[src/rtl/riscv_pkg.sv]
// Shared RISC-V front-end types: opcodes, branch prediction record,
// register constants and the PHT initialisation state encoding.
package riscv_pkg;

  localparam int XLEN = 32;

  localparam logic [4:0] RA_REG = 5'd1;
  localparam logic [4:0] T0_REG = 5'd5;

  typedef enum logic [6:0] {
    OP_BRANCH = 7'b1100011,
    OP_JALR   = 7'b1100111,
    OP_JAL    = 7'b1101111
  } opcode_e;

  typedef enum logic {
    PHT_INIT = 1'b0,
    PHT_RUN  = 1'b1
  } pht_init_state_e;

  typedef struct packed {
    logic            predict_taken;
    logic [XLEN-1:0] predict_target;
  } branch_pred_t;

endpackage

[src/rtl/gshare_predictor_if.sv]
// Fetch-side prediction and execute-side training signals of the gshare predictor.
interface gshare_predictor_if #(
  parameter int GHR_BITS = 10
);
  import riscv_pkg::*;

  logic                predict_en;
  logic [XLEN-1:0]     pc;
  logic [31:0]         instruction;
  logic                ras_valid;
  logic [XLEN-1:0]     ras_target;
  logic                btb_hit;
  logic [XLEN-1:0]     btb_target;
  branch_pred_t        prediction_out;
  logic [GHR_BITS-1:0] pred_ghr;
  logic                ready;
  logic                update_en;
  logic [XLEN-1:0]     update_pc;
  logic [GHR_BITS-1:0] update_ghr;
  logic                is_branch;
  logic                actual_taken;
  logic                mispredict;

  modport master (
    output predict_en, pc, instruction, ras_valid, ras_target, btb_hit, btb_target,
    output update_en, update_pc, update_ghr, is_branch, actual_taken, mispredict,
    input  prediction_out, pred_ghr, ready
  );

  modport slave (
    input  predict_en, pc, instruction, ras_valid, ras_target, btb_hit, btb_target,
    input  update_en, update_pc, update_ghr, is_branch, actual_taken, mispredict,
    output prediction_out, pred_ghr, ready
  );

endinterface

[src/rtl/pht_ram.sv]
// Pattern history table storage: asynchronous read, synchronous write, no reset.
module pht_ram #(
  parameter int ENTRIES  = 1024,
  parameter int CTR_BITS = 2,
  parameter int IDX_W    = $clog2(ENTRIES)
) (
  input  logic                clk,
  input  logic                i_we,
  input  logic [IDX_W-1:0]    i_waddr,
  input  logic [CTR_BITS-1:0] i_wdata,
  input  logic [IDX_W-1:0]    i_raddr,
  output logic [CTR_BITS-1:0] o_rdata
);

  logic [CTR_BITS-1:0] r_mem [ENTRIES];

  // Counter write port
  always_ff @(posedge clk) begin
    if (i_we) begin
      r_mem[i_waddr] <= i_wdata;
    end
  end

  assign o_rdata = r_mem[i_raddr];

endmodule

[src/rtl/gshare_predictor.sv]
// Gshare direction predictor with speculative global history, mispredict repair,
// a post-reset PHT sweep and RAS > JAL/JALR > BTB+PHT next-PC priority.
module gshare_predictor
  import riscv_pkg::*;
#(
  parameter int PHT_ENTRIES = 1024,
  parameter int GHR_BITS    = 10,
  parameter int CTR_BITS    = 2
) (
  input logic              clk,
  input logic              reset_n,
  gshare_predictor_if.slave bp
);

  localparam int                  IDX_W    = $clog2(PHT_ENTRIES);
  localparam logic [CTR_BITS-1:0] CTR_MAX  = {CTR_BITS{1'b1}};
  localparam logic [CTR_BITS-1:0] CTR_INIT = CTR_MAX >> 1;
  localparam logic [IDX_W-1:0]    IDX_LAST = IDX_W'(PHT_ENTRIES - 1);

  pht_init_state_e     r_state, w_state_next;
  logic [IDX_W-1:0]    r_init_idx;
  logic [GHR_BITS-1:0] r_spec_ghr, w_ghr_next;
  logic [IDX_W-1:0]    w_pred_idx, w_upd_idx, w_waddr;
  logic [CTR_BITS-1:0] w_pred_ctr, w_upd_ctr, w_upd_ctr_next, w_wdata;
  logic                w_we;
  logic [6:0]          w_opcode;
  logic                w_is_jal, w_is_jalr, w_is_branch, w_is_ret;
  branch_pred_t        w_pred;
  logic                w_unused;

  assign w_opcode    = bp.instruction[6:0];
  assign w_is_jal    = (w_opcode == OP_JAL);
  assign w_is_jalr   = (w_opcode == OP_JALR);
  assign w_is_branch = (w_opcode == OP_BRANCH);
  assign w_is_ret    = w_is_jalr && (bp.instruction[11:7] == 5'd0) &&
                       ((bp.instruction[19:15] == RA_REG) || (bp.instruction[19:15] == T0_REG));

  assign w_pred_idx = bp.pc[IDX_W+1:2] ^ IDX_W'(r_spec_ghr);
  assign w_upd_idx  = bp.update_pc[IDX_W+1:2] ^ IDX_W'(bp.update_ghr);

  assign w_unused = ^{bp.instruction[31:20], bp.instruction[14:12],
                      bp.update_pc[XLEN-1:IDX_W+2], bp.update_pc[1:0]};

  // Two replicas with a shared write port give the fetch and training reads their own port
  pht_ram #(.ENTRIES(PHT_ENTRIES), .CTR_BITS(CTR_BITS)) u_pht_pred (
    .clk(clk), .i_we(w_we), .i_waddr(w_waddr), .i_wdata(w_wdata),
    .i_raddr(w_pred_idx), .o_rdata(w_pred_ctr)
  );

  pht_ram #(.ENTRIES(PHT_ENTRIES), .CTR_BITS(CTR_BITS)) u_pht_upd (
    .clk(clk), .i_we(w_we), .i_waddr(w_waddr), .i_wdata(w_wdata),
    .i_raddr(w_upd_idx), .o_rdata(w_upd_ctr)
  );

  // Saturating counter training
  always_comb begin
    w_upd_ctr_next = w_upd_ctr;
    if (bp.actual_taken) begin
      if (w_upd_ctr != CTR_MAX) w_upd_ctr_next = w_upd_ctr + CTR_BITS'(1);
      else                      w_upd_ctr_next = w_upd_ctr;
    end else begin
      if (w_upd_ctr != {CTR_BITS{1'b0}}) w_upd_ctr_next = w_upd_ctr - CTR_BITS'(1);
      else                               w_upd_ctr_next = w_upd_ctr;
    end
  end

  // Write-port mux: the init sweep owns the port until RUN
  always_comb begin
    w_we    = 1'b0;
    w_waddr = r_init_idx;
    w_wdata = CTR_INIT;
    if (r_state == PHT_INIT) begin
      w_we    = 1'b1;
      w_waddr = r_init_idx;
      w_wdata = CTR_INIT;
    end else begin
      w_we    = bp.update_en && bp.is_branch;
      w_waddr = w_upd_idx;
      w_wdata = w_upd_ctr_next;
    end
  end

  // Init-sweep FSM next state
  always_comb begin
    w_state_next = r_state;
    case (r_state)
      PHT_INIT: begin
        if (r_init_idx == IDX_LAST) w_state_next = PHT_RUN;
        else                        w_state_next = PHT_INIT;
      end
      PHT_RUN: w_state_next = PHT_RUN;
      default: w_state_next = PHT_INIT;
    endcase
  end

  // FSM state and sweep index registers
  always_ff @(posedge clk or negedge reset_n) begin
    if (!reset_n) begin
      r_state    <= PHT_INIT;
      r_init_idx <= {IDX_W{1'b0}};
    end else begin
      r_state <= w_state_next;
      if (r_state == PHT_INIT) r_init_idx <= r_init_idx + IDX_W'(1);
      else                     r_init_idx <= r_init_idx;
    end
  end

  // Next-PC selection
  always_comb begin
    w_pred = '{predict_taken: 1'b0, predict_target: bp.pc + XLEN'(4)};
    if (bp.predict_en && (r_state == PHT_RUN)) begin
      if (w_is_ret && bp.ras_valid) begin
        w_pred = '{predict_taken: 1'b1, predict_target: bp.ras_target};
      end else if ((w_is_jal || w_is_jalr) && bp.btb_hit) begin
        w_pred = '{predict_taken: 1'b1, predict_target: bp.btb_target};
      end else if (w_is_branch && bp.btb_hit && w_pred_ctr[CTR_BITS-1]) begin
        w_pred = '{predict_taken: 1'b1, predict_target: bp.btb_target};
      end else begin
        w_pred = '{predict_taken: 1'b0, predict_target: bp.pc + XLEN'(4)};
      end
    end else begin
      w_pred = '{predict_taken: 1'b0, predict_target: bp.pc + XLEN'(4)};
    end
  end

  // Speculative history: repair beats the fetch-side shift
  always_comb begin
    w_ghr_next = r_spec_ghr;
    if (r_state != PHT_RUN) begin
      w_ghr_next = {GHR_BITS{1'b0}};
    end else if (bp.update_en && bp.mispredict) begin
      if (bp.is_branch) w_ghr_next = GHR_BITS'({bp.update_ghr, bp.actual_taken});
      else              w_ghr_next = bp.update_ghr;
    end else if (bp.predict_en && w_is_branch) begin
      w_ghr_next = GHR_BITS'({r_spec_ghr, w_pred.predict_taken});
    end else begin
      w_ghr_next = r_spec_ghr;
    end
  end

  // Speculative history register
  always_ff @(posedge clk or negedge reset_n) begin
    if (!reset_n) r_spec_ghr <= {GHR_BITS{1'b0}};
    else          r_spec_ghr <= w_ghr_next;
  end

  assign bp.prediction_out = w_pred;
  assign bp.pred_ghr       = r_spec_ghr;
  assign bp.ready          = (r_state == PHT_RUN);

endmodule

[src/flat_wrapper.sv]
// flat-port wrapper written by rule: the top's interface ports become plain ports
module gshare_predictor_flat import riscv_pkg::*;
#(
  parameter int PHT_ENTRIES = 1024,
  parameter int GHR_BITS    = 10,
  parameter int CTR_BITS    = 2
)
  (clk, reset_n, bp_predict_en, bp_pc, bp_instruction, bp_ras_valid, bp_ras_target, bp_btb_hit, bp_btb_target, bp_update_en, bp_update_pc, bp_update_ghr, bp_is_branch, bp_actual_taken, bp_mispredict, bp_prediction_out, bp_pred_ghr, bp_ready);
  gshare_predictor_if #(.GHR_BITS(GHR_BITS)) bp_i ();
  input logic clk;
  input logic reset_n;
  input wire logic [$bits(bp_i.predict_en)-1:0] bp_predict_en;
  input wire logic [$bits(bp_i.pc)-1:0] bp_pc;
  input wire logic [$bits(bp_i.instruction)-1:0] bp_instruction;
  input wire logic [$bits(bp_i.ras_valid)-1:0] bp_ras_valid;
  input wire logic [$bits(bp_i.ras_target)-1:0] bp_ras_target;
  input wire logic [$bits(bp_i.btb_hit)-1:0] bp_btb_hit;
  input wire logic [$bits(bp_i.btb_target)-1:0] bp_btb_target;
  input wire logic [$bits(bp_i.update_en)-1:0] bp_update_en;
  input wire logic [$bits(bp_i.update_pc)-1:0] bp_update_pc;
  input wire logic [$bits(bp_i.update_ghr)-1:0] bp_update_ghr;
  input wire logic [$bits(bp_i.is_branch)-1:0] bp_is_branch;
  input wire logic [$bits(bp_i.actual_taken)-1:0] bp_actual_taken;
  input wire logic [$bits(bp_i.mispredict)-1:0] bp_mispredict;
  output wire logic [$bits(bp_i.prediction_out)-1:0] bp_prediction_out;
  output wire logic [$bits(bp_i.pred_ghr)-1:0] bp_pred_ghr;
  output wire logic [$bits(bp_i.ready)-1:0] bp_ready;
  assign bp_i.predict_en = bp_predict_en;
  assign bp_i.pc = bp_pc;
  assign bp_i.instruction = bp_instruction;
  assign bp_i.ras_valid = bp_ras_valid;
  assign bp_i.ras_target = bp_ras_target;
  assign bp_i.btb_hit = bp_btb_hit;
  assign bp_i.btb_target = bp_btb_target;
  assign bp_i.update_en = bp_update_en;
  assign bp_i.update_pc = bp_update_pc;
  assign bp_i.update_ghr = bp_update_ghr;
  assign bp_i.is_branch = bp_is_branch;
  assign bp_i.actual_taken = bp_actual_taken;
  assign bp_i.mispredict = bp_mispredict;
  assign bp_prediction_out = bp_i.prediction_out;
  assign bp_pred_ghr = bp_i.pred_ghr;
  assign bp_ready = bp_i.ready;
  gshare_predictor #(.PHT_ENTRIES(PHT_ENTRIES), .GHR_BITS(GHR_BITS), .CTR_BITS(CTR_BITS)) u_core (.clk(clk), .reset_n(reset_n), .bp(bp_i));
endmodule
[config.mk]
export PLATFORM = sky130hd
export DESIGN_NAME = gshare_predictor_flat
export DESIGN_NICKNAME = d
export VERILOG_FILES = /design/src/rtl/riscv_pkg.sv /design/src/rtl/gshare_predictor_if.sv /design/src/rtl/pht_ram.sv /design/src/rtl/gshare_predictor.sv /design/src/flat_wrapper.sv
export SDC_FILE = /design/constraint.sdc
export NUM_CORES = 2
export LEC_CHECK = 0
export ABC_AREA = 0
export CAP_MARGIN = 10
export CELL_PAD_IN_SITES_DETAIL_PLACEMENT = 0
export CELL_PAD_IN_SITES_GLOBAL_PLACEMENT = 2
export CORE_UTILIZATION = 35
export CTS_CLUSTER_SIZE = 12
export DETAILED_ROUTE_END_ITERATION = 6
export PLACE_DENSITY = 0.7
export SLEW_MARGIN = 20
export SYNTH_ARGS = -nofsm -noshare
export SYNTH_HDL_FRONTEND = slang
export SYNTH_SLANG_ARGS = --single-unit
[constraint.sdc]
create_clock -name clk -period 36.6 [get_ports clk]
set_clock_uncertainty 0.15 [all_clocks]
set_input_delay 10.98 -clock clk [delete_from_list [all_inputs] [get_ports clk]]
set_output_delay 10.98 -clock clk [all_outputs]
set_load 0.02 [all_outputs]
==> impl_metrics.ini <==
[synthesis]
syn_avg_cell_area_sq_um = 16.0
synthArstFlopShare = 0.0101
synthesis.nets = 6105
netlist_area_sq_mm = 0.0947
ys_seq_area_frac = 0.655
ys_types = 75
netlist_instances = 5924
synth_edf_count = 2048
synth-seq-cells = 2069
yosys_warnings = 0
synth_ff_type = edfxtp_1

[finish]
area_growth_pct = 13.4
fin_area_sq_mm = 0.107
seqCellArea_sq_mm = 0.0620
drive_gt1_frac = 0.220
multi_input_area_sq_mm = 0.0309
nets = 6216
num-fill-cells = 24300
final_util = 0.400

[clock_network]
post_cts_resized = 0
tritoncts = built
clock_sinks = 2069
path_clk_slew_ns = 0.06
clk_latency_ns = 0.89
postCtsSetupBuffers = 0
max-clock-path-buffers = 3
cts_root_buffer = clkbuf_16
htree_num_levels = 4
cts-buffers-inserted = 214
cts_hold_buf = 0

[critical_path]
cpMaxStageDelayCell = a221oi_1
cp.arrival_ns = 18.32
cp_max_fo = 61
r2r_start = u_core.u_pht_upd.r_mem[563][0]
worstSetupPathType = in2out
crit_start = bp_pc[2]
required_ns = 25.47
endpoint_kind = primary output
critPathMaxStageDelay_ns = 0.93
start_kind = input pin
worstPathCellList = clkdlybuf4s50_1 > xor2_4 > buf_12 > buf_4 > mux4_2 > nand2_1 > nand4_1 > a221oi_1 > o22ai_1 > a22o_1 > o21a_1 > a21oi_4 > a22o_1 > clkdlybuf4s50_1

[floorplanning]
dieArea_sq_mm = 0.273
initial_core_util = 0.353
design.core.area_sq_mm = 0.268
die_h_um = 522
dieWidth_um = 522
pin_count = 223
rows = 190

[pwr]
power_density_mw_per_mm2 = 48.1
p_leak_uw = 0.0328
vdd_drop_max_v = 0.0000558

[timing]
rsz0062_at_grt = no
slew_violations = 0
hold_slack_ns = 0.376
setup_viol = 0
min_period_over_period = 0.805
setup_ws_ns = 7.15
slew_headroom = 0.119
hold_violations = 0
period_needed_ns = 29.45
max_freq_ghz = 0.0340
tightest_slew_ns = 1.32
setup_tns_ns = 0

[place]
dpl_cell_area_sq_mm = 0.101
gp_congestion = 0.906
port_buffers = 184
dp_slack_ns = 7.20
hpwl_um = 218000

[route]
route.detailed.drc = 0
dr_wl_met2_um = 165000
wl_um = 359000
wl_met3_um = 38800
ant_nets = 0
drt-initial-drc-count = 9129
dr.pass1.iters = 6
wl_met1_um = 136000
via_count = 60500
routedWlPerCell_um = 36.8
vias_per_cell = 6.20
highest_layer = met5

[min_path]
min-delay-start = u_core.r_init_idx[9]
min_path_type = reg2reg

[global_routing]
grt_pass1_wl_um = 490000
grt_max_degree = 260
grt_antenna_before_repair = 28
grt_use_total = 0.261
grt_pass1_vias = 59500
overflow = 0

[run]
maxCapViolations = 0

[outcome]
status = completed
cell usage in the layout (no fill, tap or decap), drive strengths merged, types with 7 or more instances in the layout:
cell           instances
a21oi                116
a2111oi               10
edfxtp              2048
a22o                  12
o22ai                 29
and3                  19
nor2                1152
dfrtp                 21
mux2i                 74
clkbuf               275
nand2                399
inv                   19
a221oi                22
and2                   8
nand3                121
mux4                 763
o21ai                 61
bufinv                 9
nor3                  48
a211oi                29
a22oi                121
xnor2                 41
o211ai                14
o31ai                  7
buf                  207
clkdlybuf4s50        184
mux2                  13
a32oi                 13
clkinv                78
a31oi                 30
nor4                  10
xor2                  34
o41ai                 34
nand2b                37
nand4                 47
synthesized netlist by cell type (6+ instances only):
cell       count  area share
a2111oi_0     10     0.00092
a211oi_1      28      0.0022
a21oi_1      115      0.0061
a221oi_1      22      0.0020
a22o_1        12      0.0011
a22oi_1      121      0.0096
a311oi_1       6     0.00055
a31oi_1       30      0.0020
a32o_1         6     0.00063
a32oi_1       13      0.0012
and2_1         8     0.00053
and3_1        19      0.0013
buf_1         35      0.0014
buf_2         94      0.0050
buf_4         32      0.0025
buf_6         30      0.0036
clkbuf_1     301       0.012
dfrtp_1       21      0.0055
edfxtp_1    2048        0.65
inv_1         12     0.00048
mux2_2        13      0.0015
mux2i_1       74      0.0078
mux4_2       763        0.18
nand2_1      399       0.016
nand2b_1      37      0.0024
nand3_1      121      0.0064
nand4_1       47      0.0031
nor2_1      1152       0.046
nor3_1        48      0.0025
nor3b_1        6     0.00048
nor4_1        10     0.00066
o211ai_1      14      0.0011
o21ai_0       58      0.0031
o22ai_1       29      0.0019
o31ai_1        7     0.00055
o41ai_1       34      0.0031
xnor2_1       41      0.0038
xor2_1        31      0.0029
layer usage:
| layer | up-vias | GRT usage |
|---|---|---|
| met5 | - | 0 |
| met4 | 10 | 0.122 |
| met3 | 720 | 0.0593 |
| met2 | 3856 | 0.409 |
| met1 | 32100 | 0.344 |
| li1 | 23700 | - |
critical path: cells and delay by family:
kind | cells | cell delay, ns
xor gates and xnor gates | 1 | 0.55
and+or+nand+nor | 2 | 0.34
AOI/OAI and AO/OA | 6 | 3.09
buffers and inverters | 4 | 2.51
muxes | 1 | 0.59
metrics by stage:
| stage | power [uW] | cells |
|---|---|---|
| after floorplan | 2910 | 5924 |
| after global placement | 3140 | 9369 |
| after detailed placement | 3130 | 9369 |
| after CTS | 5180 | 9740 |
| after global routing | 5270 | 9743 |
| final | 5160 | 9748 |
where the power goes:
group | switching, uW | internal [uW] | total [uW]
combinational | 334 | 195 | 529
clock | 930 | 1140 | 2070
sequential | 0 | 2560 | 2560
worst paths after layout:
kind	endpoint	slack [ns]	cells past startpoint
worst max-delay path	bp_prediction_out[2]	7.15	14
worst min-delay path	u_core.r_init_idx[9]	0.38	1
worst max register to register	u_core.u_pht_upd.r_mem[542][0]	29.29	10
worst min register to register	u_core.r_init_idx[9]	0.38	1
max in group asynchronous	u_core.bp.pred_ghr[3]	25.67	2
min in group asynchronous	u_core.bp.pred_ghr[8]	10.33	2
kinds of logic (layout without fill, tap and decap cells):
kind of cell	Yosys count	in the layout	synth area share
DFF	2069	2069	0.655
and+or+nand+nor	1869	1869	0.0806
other	0	6	0
adders and majority gates	3	3	0.000383
AOI/OAI and AO/OA	549	549	0.0403
xor gates and xnor gates	75	75	0.00729
muxes	850	850	0.191
buffers and inverters	509	775	0.0256
registers in the layout, indices dropped and copies added (netlist names):
| name | flops |
|---|---|
| u_core.u_pht_pred.r_mem | 2 |
| u_core.r_init_idx | 10 |
| u_core.bp.ready | 1 |
| u_core.u_pht_upd.r_mem | 2046 |
| u_core.bp.pred_ghr | 10 |
final cells by class:
type                            count  area share
Sequential cell                  2069       0.578
Multi-Input combinational cell   3346       0.288
Clock buffer                      275      0.0526
Tap cell                         3552      0.0414
Timing Repair Buffer              391      0.0335
Clock inverter                     96     0.00685
Inverter                           13    0.000454
Antenna cell                        6    0.000140
No activity file was read; power rests on OpenSTA's default activity.
